**src/rtl/pattern_gen_pkg.sv**
```systemverilog
// Shared types and the lane pattern function for the link-integrity pattern source.
// The RX-side checker uses the same function to rebuild the expected data.
package pattern_gen_pkg;

  typedef enum logic {
    IDLE = 1'b0,
    RUN  = 1'b1
  } state_t;

  localparam logic MODE_REPLICATE   = 1'b0;
  localparam logic MODE_LANE_OFFSET = 1'b1;

  // Lane widths up to this many bits are supported; callers truncate to LANE_WIDTH.
  localparam int PAT_MAX_W = 32;

  function automatic logic [PAT_MAX_W-1:0] lane_pattern(
    input logic [PAT_MAX_W-1:0] counter,
    input logic [PAT_MAX_W-1:0] lane,
    input logic                 mode
  );
    return (mode == MODE_LANE_OFFSET) ? counter + lane : counter;
  endfunction

endpackage

```
**src/rtl/sync_edge_detect.sv**
```systemverilog
// Two-flop synchroniser for an asynchronous level, followed by a one-cycle
// rising-edge pulse in the clock domain.
module sync_edge_detect (
  input  logic clock,
  input  logic resetn,
  input  logic async_in,
  output logic pulse
);

  logic meta_p0;
  logic sync_p1;
  logic hist_p2;

  always_ff @(posedge clock or negedge resetn) begin
    if (!resetn) begin
      meta_p0 <= 1'b0;
      sync_p1 <= 1'b0;
      hist_p2 <= 1'b0;
    end else begin
      meta_p0 <= async_in;
      sync_p1 <= meta_p0;
      hist_p2 <= sync_p1;
    end
  end

  assign pulse = sync_p1 & ~hist_p2;

endmodule

```
**src/rtl/pattern_generator.sv**
```systemverilog
// AXI-Stream test-pattern source: fixed-length packets of lane-replicated counter
// data at one beat per clock, with a one-shot single-bit error injector.
module pattern_generator #(
  parameter int DATA_WIDTH   = 256,
  parameter int LANE_WIDTH   = 16,
  parameter int PACKET_BEATS = 64,
  parameter int COUNT_WIDTH  = 32
) (
  input  logic                   clock,
  input  logic                   resetn,
  input  logic                   enable,
  input  logic                   mode,
  input  logic                   inject_error,
  output logic [DATA_WIDTH-1:0]  AXIS_TDATA,
  output logic                   AXIS_TVALID,
  output logic                   AXIS_TLAST,
  input  logic                   AXIS_TREADY,
  output logic [COUNT_WIDTH-1:0] packets_sent,
  output logic [COUNT_WIDTH-1:0] errors_injected,
  output logic                   busy
);

  import pattern_gen_pkg::*;

  localparam int LANES  = DATA_WIDTH / LANE_WIDTH;
  localparam int BEAT_W = (PACKET_BEATS > 1) ? $clog2(PACKET_BEATS) : 1;
  localparam logic [BEAT_W-1:0] LAST_BEAT = BEAT_W'(PACKET_BEATS - 1);

  function automatic logic [COUNT_WIDTH-1:0] sat_inc(input logic [COUNT_WIDTH-1:0] v);
    return (v == '1) ? v : v + 1'b1;
  endfunction

  // Reset asserts asynchronously and releases on a clock edge.
  logic [1:0] rst_sync_q;
  logic       rst_n_int;

  always_ff @(posedge clock or negedge resetn) begin
    if (!resetn) rst_sync_q <= 2'b00;
    else         rst_sync_q <= {rst_sync_q[0], 1'b1};
  end

  assign rst_n_int = rst_sync_q[1];

  logic inject_pulse;

  sync_edge_detect u_inject_sync (
    .clock    (clock),
    .resetn   (rst_n_int),
    .async_in (inject_error),
    .pulse    (inject_pulse)
  );

  state_t                  state_q, state_d;
  logic [LANE_WIDTH-1:0]   counter_q;
  logic [BEAT_W-1:0]       beat_q;
  logic                    pending_q;
  logic                    mode_q;
  logic [DATA_WIDTH-1:0]   tdata_p0;
  logic                    vld_p0;
  logic                    tlast_p0;
  logic                    corrupt_p0;
  logic [COUNT_WIDTH-1:0]  packets_q;
  logic [COUNT_WIDTH-1:0]  errors_q;

  logic                    hs;
  logic                    exit_run;
  logic                    load;
  logic                    pkt_mode;
  logic [DATA_WIDTH-1:0]   pattern;

  always_comb begin
    hs       = vld_p0 & AXIS_TREADY;
    exit_run = (state_q == RUN) && hs && tlast_p0 && !enable;
    load     = ((state_q == IDLE) && enable) ||
               ((state_q == RUN) && (!vld_p0 || AXIS_TREADY) && !exit_run);

    state_d = state_q;
    if ((state_q == IDLE) && enable) state_d = RUN;
    else if (exit_run)               state_d = IDLE;

    // Mode is only picked up at the start of a packet.
    pkt_mode = (beat_q == '0) ? mode : mode_q;

    pattern = '0;
    for (int i = 0; i < LANES; i++) begin
      pattern[i*LANE_WIDTH +: LANE_WIDTH] =
        LANE_WIDTH'(lane_pattern(PAT_MAX_W'(counter_q), PAT_MAX_W'(i), pkt_mode));
    end
    pattern[0] = pattern[0] ^ pending_q;
  end

  // Output stage: beat load, handshake tracking, statistics
  always_ff @(posedge clock or negedge rst_n_int) begin
    if (!rst_n_int) begin
      state_q    <= IDLE;
      counter_q  <= '0;
      beat_q     <= '0;
      pending_q  <= 1'b0;
      mode_q     <= MODE_REPLICATE;
      tdata_p0   <= '0;
      vld_p0     <= 1'b0;
      tlast_p0   <= 1'b0;
      corrupt_p0 <= 1'b0;
      packets_q  <= '0;
      errors_q   <= '0;
    end else begin
      state_q <= state_d;

      if (load) begin
        tdata_p0   <= pattern;
        tlast_p0   <= (beat_q == LAST_BEAT);
        corrupt_p0 <= pending_q;
        mode_q     <= pkt_mode;
        counter_q  <= counter_q + 1'b1;
        beat_q     <= (beat_q == LAST_BEAT) ? '0 : beat_q + 1'b1;
      end

      if (load)    vld_p0 <= 1'b1;
      else if (hs) vld_p0 <= 1'b0;

      // An edge landing on a load cycle (or while already pending) cannot stack a second flip.
      pending_q <= load ? (inject_pulse & ~pending_q) : (pending_q | inject_pulse);

      if (hs && tlast_p0)   packets_q <= sat_inc(packets_q);
      if (hs && corrupt_p0) errors_q  <= sat_inc(errors_q);
    end
  end

  assign AXIS_TDATA      = tdata_p0;
  assign AXIS_TVALID     = vld_p0;
  assign AXIS_TLAST      = tlast_p0;
  assign packets_sent    = packets_q;
  assign errors_injected = errors_q;
  assign busy            = (state_q == RUN);

endmodule

```
**config.mk**
```make
export PLATFORM = sky130hd
export DESIGN_NAME = pattern_generator
export DESIGN_NICKNAME = d
export VERILOG_FILES = /design/src/rtl/pattern_gen_pkg.sv /design/src/rtl/sync_edge_detect.sv /design/src/rtl/pattern_generator.sv
export SDC_FILE = /design/constraint.sdc
export NUM_CORES = 1
export LEC_CHECK = 0
export ABC_AREA = 1
export CORE_AREA = 3 3 187 189
export CTS_CLUSTER_SIZE = 28
export DETAILED_ROUTE_END_ITERATION = 12
export DIE_AREA = 0 0 190 192
export PLACE_DENSITY = 0.79
export SYNTH_ARGS = -nofsm -noshare
export SYNTH_HDL_FRONTEND = slang
export SYNTH_HIERARCHICAL = 1
export SYNTH_SLANG_ARGS = --single-unit
```
**constraint.sdc**
```tcl
create_clock -name clock -period 11.3 [get_ports clock]
set_clock_uncertainty 0.1 [all_clocks]
set_input_delay 3.39 -clock clock [delete_from_list [all_inputs] [get_ports clock]]
set_output_delay 3.39 -clock clock [all_outputs]
set_load 0.02 [all_outputs]
```
---- Yosys cells after proc, flatten, opt, wreduce, memory -nomap -nowiden ----
Index checks and enable logic that the tools add are counted.
storage, ports and cells
  memories kept ........................... 0
  bits of input ports ..................... 6
  memory bits (writable) .................. 0
  output and inout port bits .............. 323
  latch bits .............................. 0
  logic and storage cells ................. 87
  memory bits (read-only) ................. 0
  register bits ........................... 353
cells by class
  multipliers ............................. 0
  reduce and logical (&&, ||, !) cells .... 18
  $lt $le $gt $ge ......................... 0
  muxes and demuxes ....................... 22
  div/mod/pow operators ................... 0
  bitwise logic cells ..................... 10
  add/sub/neg operators ................... 19
  shifts and indexed selects .............. 0
  eq/ne operators ......................... 3
operators by type and width
  operator               number
  $mux 16                15
  $add 16x4->16 const B  8
  $add 16x3->16 const B  4
  $add 32x1->32 const B  2
  $eq 32x32->1 const B   2
  $add 16x1->16 const B  2
  $add 16x2->16 const B  2
  $logic_and 1x1->1      8
  $add 6x1->6 const B    1
  $eq 6x6->1 const B     1
  $logic_not 6->1        1
  $mux 1                 6
  $mux 6                 1
  $not 1->1              5
  $reduce_and 2->1       2
  $reduce_bool 2->1      2
  $and 1x1->1            3
  $logic_not 1->1        3
  $logic_or 1x1->1       2
  $or 1x1->1             1
  $xor 1x1->1            1

---- Longest topological paths before layout ----
  depth after elaboration ................. 8
  gate-level depth with buffers ........... 14
  depth with buffers taken out ............ 12

---- By module ----
Netlist, hierarchy kept.
by module, submodules not included
  module             area each (um2)  cells an instance  seq. area each (um2)  instances
  pattern_generator  17488.0          2381               7932.6                1
  sync_edge_detect   85.1             5                  75.1                  1

---- Worst setup path after synthesis ----
No wires, ideal clock.
  path kind ............................... input to register
  from .................................... input port AXIS_TREADY
  to ...................................... register tdata_p0[101], in the netlist AXIS_TDATA[101]
  slack ................................... 6.729 ns
  stages on the path ...................... 10
  path buffers ............................ 1
  setup time .............................. 0.068 ns
  arrival ................................. 4.403 ns
  cell sequence ........................... nand3_1 > nand2_1 > nand2_2 > nand2_4 > buf_6 > nor2_1 > inv_2 > nor2_1 > nand2_1 > nand3_1
between the ends
  cells in the longest elaborated chain, start to end .. 7
  elaborated cells on any way between the ends .. 9
  those cells by class .................... 1 x bitwise; 8 x reduce/logical
ends and longest elaborated chain
  element                         RTL line                  text
  from (decl)                     pattern_generator.sv:17   input logic AXIS_TREADY,
  $and 1x1->1                     pattern_generator.sv:72   hs = vld_p0 & AXIS_TREADY;
  $logic_and 1x1->1 (3 in a row)  pattern_generator.sv:73   exit_run = (state_q == RUN) && hs && tlast_p0 && !enable;
  $logic_not 1->1                 pattern_generator.sv:75   ((state_q == RUN) && (!vld_p0 || AXIS_TREADY) && !exit_run);
  $logic_and 1x1->1 (*)           pattern_generator.sv:75
  $logic_or 1x1->1 (*)            pattern_generator.sv:74   load = ((state_q == IDLE) && enable) ||
  to (signal assigned)            pattern_generator.sv:110  tdata_p0 <= pattern;
  to (decl)                       pattern_generator.sv:58   logic [DATA_WIDTH-1:0] tdata_p0;
Every way passes the cells marked *; elsewhere a longest branch is shown, timed or not.
A chain may end at the register's enable or synchronous reset.

---- Final worst setup path ----
  from .................................... input port AXIS_TREADY
  to ...................................... register tdata_p0[35], in the netlist AXIS_TDATA[35]
Same word-level chain as after synthesis.

==> flow_summary_export.csv <==
group,metric,value,unit
floorplanning,dieHeight,192,um
synth,yosysTopAreaCellShare,45.6,%
placed_design,routabilityCongestion,0.927,
placed_design,dp_hpwl,40600,um
pwr,pwr-share-seq,33.1,%
synth,syn_area_per_cell,7.37,um2
pwr,ir_drop,0.000162,V
clocking,post_cts_buffers,0,
critical_path,slowest_stage,"buf_4",
timing,worst_slew_pin_slew,1330,ps
grt,first_global_vias,16900,
critical_path,path_cells,"clkdlybuf4s50_1 -> nand3_1 -> nand2_1 -> nand2_2 -> nand2_8 -> buf_4 -> inv_2 -> buf_4 -> o21ai_0 -> o21ai_0",
critical_path,slowest_delay,620,ps
hold_path,hold_end,"rst_sync_q[1]",
timing,timing.setup.tns,0,ps
synth,ys_seq_area_share,45.6,%
run,max-cap-violations,0,
hold_path,hold_start,"rst_sync_q[0]",
finish,multiInputGateArea,0.00825,mm2
grt,grt_overflow,0,
floorplanning,start_util,52.5,%
pwr,swShare,44.3,%
detailed_routing,ant_nets,0,
finish,nFillCells,2817,
critical_path,timing.rr.start,"AXIS_TLAST",
critical_path,cp_data_required_time,11610,ps
timing,slew_headroom,10.8,%
clocking,cts.sinks,320,
synth,syn-num-nets,2410,
grt,grt_max_degree,176,
detailed_routing,routed_via_density,5.64,
clocking,htree_levels,2,
synth,synth_enable_flop_cells,0,
clocking,clock_latency,520,ps
pwr,p_per_area,268,mW/mm2
grt,gr-usage-all-layers,31.3,%
synth,ys_top_cells_by_area,"dfrtp_1 46%, nand2_1 20%, nand3_1 7.5%",
detailed_routing,wl_per_cell,18.8,um
floorplanning,fp.dieW,190,um
clocking,clockRootBuffer,"clkbuf_16",
pwr,intPower,0.00326,W
critical_path,worst_ep_arrival_time,7070,ps
detailed_routing,totalWireLength,58100,um
pwr,p_comb_share,47.0,%
synth,yosysWarnings,6,
synth,async_flop_share,100,%
detailed_routing,num_vias,17400,
finish,diodes,0,
finish,drive_above_1_share,4.43,%
critical_path,start_kind,"primary input",
clocking,ctsHoldBuffers,0,
timing,rsz0062_at_grt,"no",
clocking,ctsResizeCount,0,
critical_path,critPathCaptureType,"flip-flop",
pwr,power_switching,0.00259,W
hold_path,whs_path_depth,0,
synth,synth_area_leader_cell,"dfrtp_1",
critical_path,r2r_cells,9,
critical_path,worstReg2RegEnd,"AXIS_TDATA[35]",
finish,seq_area,0.00801,mm2
floorplanning,die_area,0.0365,mm2
timing,max_freq,148,MHz
pwr,leakagePower,10.1,nW
clocking,cts_tree,"done",
finish,area_delta_synth_final,24.2,%
synth,synth-seq-cells,320,
detailed_routing,drc,0,
floorplanning,core,0.0334,mm2
pwr,clockPowerShare,19.9,%
synth,synthCells,2386,
run_status,status,"completed",
clocking,cts_buffers,36,
finish,final_nets,2643,
critical_path,r2r_slack,7460,ps
floorplanning,rows,67,
timing,finalCriticalPeriod,6770,ps
detailed_routing,first_pass_iters,8,
critical_path,path_class,"primary input to flip-flop",
grt,grt_pass1_wl,91200,um
timing,fin_crit_sh,59.9,%
timing,finalHoldViolCount,0,
synth,syn_area,0.0176,mm2
detailed_routing,initialDrtViolationCount,1687,
synth,yosysUniqueCellTypes,38,
hold_path,hp-class,"flip-flop to flip-flop",
critical_path,cp_max_fo,109,
clocking,cts_max_path_buffers,3,
timing,drv_slew,0,
clocking,path_clk_slew,60,ps
placed_design,port_buffers,328,
grt,antenna_found_initial,0,
pwr,fin_total_pwr,0.00585,W
timing,finalSetupViolations,0,
synth,ys.flop_type,"dfrtp_1",
floorplanning,ios,329,
worst max-delay path by stage:
stage / startpoint / end / slack [ps] / depth (start not counted)
final: AXIS_TREADY / AXIS_TDATA[35] / 4530 / 10
after global routing: AXIS_TREADY / AXIS_TDATA[35] / 4240 / 10
after CTS: AXIS_TREADY / AXIS_TDATA[35] / 4600 / 10
after detailed placement: AXIS_TREADY / AXIS_TDATA[35] / 4110 / 10
after global placement: AXIS_TREADY / AXIS_TDATA[35] / 4320 / 10
after floorplan: rst_sync_q[1] / AXIS_TDATA[0] / 1620 / 0
cells by family after synthesis:
| logic type | Yosys count | share of synthesized area [%] |
|---|---|---|
| DFF | 320 | 45.6 |
| xor gates and xnor gates | 51 | 2.54 |
| adders and majority gates | 18 | 1.28 |
| and+or+nand+nor | 1523 | 36.9 |
| AOI/OAI and AO/OA | 201 | 6.07 |
| other | 1 | 0.0213 |
| buffers and inverters | 272 | 7.57 |
flip-flops by register name, summed over array words and instances (netlist names):
name and count:
u_inject_sync/sync_p1 1, AXIS_TVALID 1, u_inject_sync/hist_p2 1, mode_q 1, beat_q 6, u_inject_sync/meta_p0 1
busy 1, AXIS_TLAST 1, AXIS_TDATA 223, packets_sent 32, counter_q 16, errors_injected 32
corrupt_p0 1, pending_q 1, rst_sync_q 2
critical path: cells and delay by family:
| family | cells | cell delay (ps) |
|---|---|---|
| and+or+nand+nor | 4 | 680 |
| buffers and inverters | 4 | 2140 |
| AOI/OAI and AO/OA | 2 | 780 |
cells in the mapped netlist (23+ instances only):
library cell,number
buf_2,62
buf_4,46
clkbuf_1,23
dfrtp_1,320
inv_1,115
nand2_1,920
nand3_1,265
nand3b_1,31
nand4_1,48
nor2_1,216
o21ai_0,132
xor2_1,32
per-layer routing:
| layer | track usage [%] | routed length [um] |
|---|---|---|
| met5 | 0 | 0 |
| met4 | 12.6 | 2330 |
| met3 | 6.42 | 6100 |
| met2 | 47.5 | 25500 |
| met1 | 44.2 | 24200 |
area by class of cell:
type	count	area share [%]
sequential	320	36.7
clock inverter	9	0.447
timing repair buffer	336	15.4
clock buffer	51	4.85
multi-input combinational	1794	37.8
inverter	131	2.28
tap	448	2.57
power groups by stage:
stage               Clock, W  Sequential, W  Combinational (W)
finish               0.00116        0.00194            0.00275
global route         0.00122        0.00198            0.00294
CTS                  0.00118        0.00193            0.00273
detailed placement         0        0.00193            0.00271
global placement           0        0.00193            0.00267
floorplan                  0        0.00223            0.00117
layout by cell type, fill, tap and decap left out, types with 31 or more instances in the layout:
cell,n
clkbuf_16,37
inv_1,114
nand2_1,919
nand3b_1,31
dfrtp_1,319
xor2_1,32
nand4_1,48
nand3_1,265
clkdlybuf4s50_1,328
o21ai_0,132
nor2_1,216
metrics by stage:
stage | util, % | area, um2 | setup WS, ps | cells | hold WS (ps)
2_1_floorplan | - | 17600 | 1620 | 2386 | 231
3_3_place_gp | 61.8 | 20700 | 4320 | 3029 | 235
3_5_place_dp | 61.8 | 20700 | 4110 | 3029 | 248
4_1_cts | 65.3 | 21800 | 4600 | 3089 | 262
5_1_grt | 65.3 | 21800 | 4240 | 3089 | 268
6_report | 65.3 | 21800 | 4530 | 3089 | 256
Power figures use the tool's default switching activity.
